File: src/rtl/bit_frame_assembler.sv
// bit_frame_assembler: serial-to-parallel frame assembler for the IR receive path.
// Collects WIDTH bit strobes into one word, in the bit order set by MSB_FIRST, and
// pulses frame_valid when the word is complete. TIMEOUT > 0 adds an inactivity
// watchdog. Optional macro FRAME_CHECK_EN adds a complement check on 32-bit frames
// (address/~address, command/~command); a frame that fails the check is dropped
// and frame_err pulses instead of frame_valid.
module bit_frame_assembler #(
    parameter int WIDTH     = 32,
    parameter bit MSB_FIRST = 1'b1,
    parameter int TIMEOUT   = 0
) (
    input  logic                       clk,
    input  logic                       rst,
    input  logic                       start,
    input  logic                       abort,
    input  logic                       bit_in,
    input  logic                       bit_valid,
    output logic [WIDTH-1:0]           data_out,
    output logic                       frame_valid,
    output logic                       busy,
    output logic [$clog2(WIDTH+1)-1:0] bit_count,
    output logic                       timeout_err,
    output logic                       frame_err
);
    localparam int            CW   = $clog2(WIDTH + 1);
    localparam logic [CW-1:0] LAST = CW'(WIDTH - 1);

    typedef enum logic {IDLE = 1'b0, ASSEMBLE = 1'b1} state_t;

    // One-cycle status pulses, registered together.
    typedef struct packed {
        logic fv;
        logic te;
        logic fe;
    } pulse_t;

    state_t           state_q, state_d;
    logic [WIDTH-1:0] sr_q, sr_d, sr_ins;
    logic [WIDTH-1:0] data_out_q, data_out_d;
    logic [CW-1:0]    bit_count_q, bit_count_d, pos;
    pulse_t           pulse_q, pulse_d;
    logic             assembling, capture, last_bit, expire, chk_ok;

    // abort and start outrank a bit strobe in the same cycle, so the strobe only
    // counts when neither is present.
    assign assembling = (state_q == ASSEMBLE);
    assign capture    = assembling && !abort && !start && bit_valid;
    assign last_bit   = capture && (bit_count_q == LAST);
    assign pos        = MSB_FIRST ? (LAST - bit_count_q) : bit_count_q;

    // Shift register with the incoming bit placed at its frame position.
    always_comb begin
        sr_ins = sr_q;
        for (int i = 0; i < WIDTH; i++) begin
            if (pos == CW'(i)) sr_ins[i] = bit_in;
        end
    end

    generate
        if (TIMEOUT > 0) begin : g_wdog
            localparam int            WW      = $clog2(TIMEOUT + 1);
            localparam logic [WW-1:0] WD_LAST = WW'(TIMEOUT - 1);
            logic [WW-1:0] wdog_q, wdog_d;

            // Count quiet ASSEMBLE cycles; any strobe, start, abort or IDLE clears it.
            always_comb begin
                wdog_d = wdog_q + 1'b1;
                if (!assembling || abort || start || bit_valid) wdog_d = '0;
            end

            // Watchdog register.
            always_ff @(posedge clk) begin
                if (rst) wdog_q <= '0;
                else     wdog_q <= wdog_d;
            end

            // Expiry loses to a strobe landing in the same cycle.
            assign expire = assembling && !abort && !start && !bit_valid &&
                            (wdog_q == WD_LAST);
        end else begin : g_no_wdog
            assign expire = 1'b0;
        end
    endgenerate

`ifdef FRAME_CHECK_EN
    if (WIDTH != 32) begin : g_width_chk
        $fatal(1, "bit_frame_assembler: FRAME_CHECK_EN requires WIDTH == 32");
    end
    assign chk_ok = (sr_ins[31:24] == ~sr_ins[23:16]) &&
                    (sr_ins[15:8]  == ~sr_ins[7:0]);
`else
    assign chk_ok = 1'b1;
`endif

    // State register.
    always_ff @(posedge clk) begin
        if (rst) state_q <= IDLE;
        else     state_q <= state_d;
    end

    // Next state: abort > start > frame completion / watchdog expiry.
    always_comb begin
        state_d = state_q;
        case (state_q)
            IDLE: begin
                if (!abort && start) state_d = ASSEMBLE;
            end
            ASSEMBLE: begin
                if (abort)                   state_d = IDLE;
                else if (start)              state_d = ASSEMBLE;
                else if (last_bit || expire) state_d = IDLE;
            end
            default: state_d = IDLE;
        endcase
    end

    // Datapath and pulse outputs for the coming cycle.
    always_comb begin
        sr_d        = sr_q;
        bit_count_d = bit_count_q;
        data_out_d  = data_out_q;
        pulse_d     = '0;
        if (abort) begin
            bit_count_d = '0;
        end else if (start) begin
            sr_d        = '0;
            bit_count_d = '0;
        end else if (capture) begin
            sr_d = sr_ins;
            if (last_bit) begin
                bit_count_d = '0;
                if (chk_ok) begin
                    data_out_d = sr_ins;
                    pulse_d.fv = 1'b1;
                end else begin
                    pulse_d.fe = 1'b1;
                end
            end else begin
                bit_count_d = bit_count_q + 1'b1;
            end
        end else if (expire) begin
            bit_count_d = '0;
            pulse_d.te  = 1'b1;
        end
    end

    // Datapath registers.
    always_ff @(posedge clk) begin
        if (rst) begin
            sr_q        <= '0;
            bit_count_q <= '0;
            data_out_q  <= '0;
            pulse_q     <= '0;
        end else begin
            sr_q        <= sr_d;
            bit_count_q <= bit_count_d;
            data_out_q  <= data_out_d;
            pulse_q     <= pulse_d;
        end
    end

    assign data_out    = data_out_q;
    assign bit_count   = bit_count_q;
    assign busy        = assembling;
    assign frame_valid = pulse_q.fv;
    assign timeout_err = pulse_q.te;
    assign frame_err   = pulse_q.fe;

endmodule

File: config.mk
export PLATFORM = sky130hd
export DESIGN_NAME = bit_frame_assembler
export DESIGN_NICKNAME = d
export VERILOG_FILES = /design/src/rtl/bit_frame_assembler.sv
export SDC_FILE = /design/constraint.sdc
export NUM_CORES = 1
export LEC_CHECK = 0
export ABC_AREA = 1
export CELL_PAD_IN_SITES_DETAIL_PLACEMENT = 0
export CELL_PAD_IN_SITES_GLOBAL_PLACEMENT = 1
export CORE_ASPECT_RATIO = 1.25
export CORE_MARGIN = 2
export CORE_UTILIZATION = 39
export CTS_BUF_LIST = sky130_fd_sc_hd__clkbuf_16
export CTS_CLUSTER_DIAMETER = 150
export DETAILED_ROUTE_END_ITERATION = 8
export PLACE_DENSITY = 0.85
export SYNTH_ARGS = -nofsm -noshare
export SYNTH_HDL_FRONTEND = slang
export SYNTH_SLANG_ARGS = --single-unit
export TNS_END_PERCENT = 5
File: constraint.sdc
create_clock -name clk -period 1.9 [get_ports clk]
set_input_delay 0.38 -clock clk [delete_from_list [all_inputs] [get_ports clk]]
set_output_delay 0.38 -clock clk [all_outputs]
set_load 0.1 [all_outputs]
==> flow_metrics.py <==
metrics = {
    "synth": {
        "synthTopCellsByCount": "125 x nand2_1, 85 x nand3_1, 72 x dfxtp_1",
        "ys_ff_latch": 72,
        "syn-mean-instance-area_um2": 7.035,
        "synthCells": 488,
        "ys_types": 20,
        "synth_ff_type": "dfxtp_1",
        "netlist_top_cells_area": "dfxtp_1 42%, nand2_1 14%, nand3_1 12%",
        "synth_top_area_share": 0.4198,
        "synth_most_common_cell": "nand2_1",
        "synth_top_area_cell": "dfxtp_1",
        "seq_area_frac_synth": 0.4198,
        "synthArstFlopShare": 0,
        "yosysWarnings": 0,
        "synth_edf_count": 0,
        "netlist_area_um2": 3433,
    },
    "placement": {
        "pre_cts_slack_ps": 32.64,
        "placedCellCount": 636,
        "post_dp_cell_area_um2": 4165,
        "port-buffer-count": 45,
        "place_congestion": 0.8091,
        "dp_hpwl_mm": 5.950,
    },
    "drt": {
        "vias": 3306,
        "totalWireLength_mm": 8.812,
        "drt_iter0_drc": 153,
        "drc_errors": 0,
        "wl_per_cell_um": 13.52,
        "vias_per_cell": 5.071,
        "dr.pass1.iters": 5,
        "final_antenna_net_count": 0,
    },
    "timing": {
        "max_freq_ghz": 0.5819,
        "grt_setup_unrepaired": "false",
        "fin_ws_ps": 181.5,
        "fin_setup_tns_ps": 0,
        "period_minus_slack_ps": 1719,
        "whs_ps": 315.3,
        "hold_violations": 0,
        "finClkSkew_ps": 7.166,
        "fin_crit_sh": 0.9045,
        "tightest_slew_ps": 683.3,
        "setup_violations": 0,
        "relSlewSlack": 0.5445,
        "drv_slew": 0,
    },
    "run_status": {
        "status": "complete, no violations",
    },
    "clocking": {
        "root_buffer": "clkbuf_16",
        "post_cts_resized": 0,
        "cts_sinks": 72,
        "cts_buffers": 9,
        "htreeDepth": 3,
        "cts_tree": "built",
        "cts-hold-fix-buffers": 0,
        "cts_buffer_depth": 2,
        "path_clk_slew_ps": 60,
        "clk_latency_ps": 340,
        "cts_setup_buffers": 0,
    },
    "die": {
        "core_area_um2": 8606,
        "num_io_pins": 48,
        "start_util": 0.3990,
        "die_area_um2": 9574,
        "rows": 38,
        "die_h_um": 108.9,
        "die_w_um": 87.92,
    },
    "critical_path": {
        "worstSetupPathType": "reg2reg",
        "cp_max_fo": 8,
        "worstSetupStartpointType": "flop",
        "arrival_ps": 1970,
        "cp.required_ps": 2150,
        "end_kind": "flop",
    },
    "global_route": {
        "grtUsageTotal": 0.1965,
        "grt_pass1_wl_mm": 14.68,
        "grt_max_degree": 65,
        "gr-total-overflow": 0,
        "antenna_found_initial": 0,
        "grt_pass1_vias": 3095,
    },
    "cells_and_area": {
        "design_area_um2": 4453,
        "final_layout_size_suffix_gt1_frac": 0.1654,
        "fillers": 834,
        "synthToLayoutAreaGrowth_pct": 29.70,
        "antenna_cells": 0,
        "nets": 537,
        "stdcell_count": 652,
    },
    "power_and_ir_drop": {
        "p_per_area_nw_per_um2": 734.5,
        "p_leak_nw": 1.583,
        "max-vdd-ir-drop_mv": 0.4273,
    },
    "flow_run": {
        "maxCapViolCount": 0,
    },
    "hold_path": {
        "hold_class": "in2reg",
    },
}
## placed cells by master, fill, tap and decap left out
cell             instances
a21oi_1                 68
buf_12                  22
buf_2                    1
buf_4                   35
bufinv_16                1
clkbuf_16                9
clkdlybuf4s50_1          4
clkinv_1                 2
clkinv_2                 2
clkinvlp_4               2
conb_1                   2
dfxtp_1                 65
dfxtp_2                  7
ha_1                     4
inv_1                   29
inv_2                    2
nand2_1                125
nand3_1                 85
nand3_2                  1
nand4_1                 17
nor2_1                  24
nor2_2                   1
nor2_4                   3
o21ai_2                  1
o21bai_1                16
or2_2                    1
xor2_1                   3
## per-stage QoR
stage,util,power (W)
global placement,0.4840,0.001669
global route,0.5174,0.003374
floorplan,-,0.001621
detailed placement,0.4840,0.001670
finish,0.5174,0.003271
CTS,0.5174,0.003300
## final cells by class
| type | count | area [µm²] | share of cell area |
|---|---|---|---|
| clock buffers | 9 | 225.2 | 0.05058 |
| inverters | 31 | 116.4 | 0.02613 |
| well taps | 120 | 150.1 | 0.03372 |
| clock inverters | 7 | 62.56 | 0.01405 |
| repair buffers | 62 | 748.2 | 0.1680 |
| multi-input cells | 351 | 1700 | 0.3818 |
| flip-flops and latches | 72 | 1450 | 0.3257 |
## path summary, 6_finish.rpt
check | start | endpoint | slack, ps | cells after the start
hold / removal | rst | busy | 320 | 3
hold reg to reg | sr_q[11] | sr_q[11] | 460 | 2
setup / recovery | bit_count[0] | data_out[21] | 180 | 6
setup reg to reg | bit_count[0] | data_out[21] | 180 | 6
## metal layers
metal  vias to the layer above  wire length [µm]  track usage  share of wire
met2                        71              4392       0.3317           0.50
met1                      1524              3936       0.2458           0.45
met3                        10               349      0.03709          0.040
li1                       1701                 -            -              -
met4                         0               134      0.07582          0.015
met5                         -                 0            0              0
## kinds of logic (layout without fill, tap and decap cells)
logic type / after synthesis / in the layout / synth area share
adders and majority gates: 4 / 4 / 0.01458
xor gates and xnor gates: 3 / 3 / 0.007654
buffers and inverters: 66 / 109 / 0.08783
other: 1 / 2 / 0.001092
AOI/OAI and AO/OA: 85 / 85 / 0.1356
DFF: 72 / 72 / 0.4198
and+or+nand+nor: 257 / 257 / 0.3335
## state kept, by name, indices dropped and copies added (netlist names)
signal	flops
bit_count	6
sr_q	32
data_out	32
frame_valid	1
busy	1
## worst max-delay path: stages (launching register included)
cell,delay [ps]
dfxtp_2,370
inv_1,160
ha_1,410
nand3_1,210
o21bai_1,200
nand3_1,120
a21oi_1,150
## power breakdown
group / internal [W] / switching [W]
clock network: 0.00100 / 0.000633
logic: 0.0000347 / 0.0000896
registers: 0.00151 / 0.000000983
(Power assumes the default switching activity.)
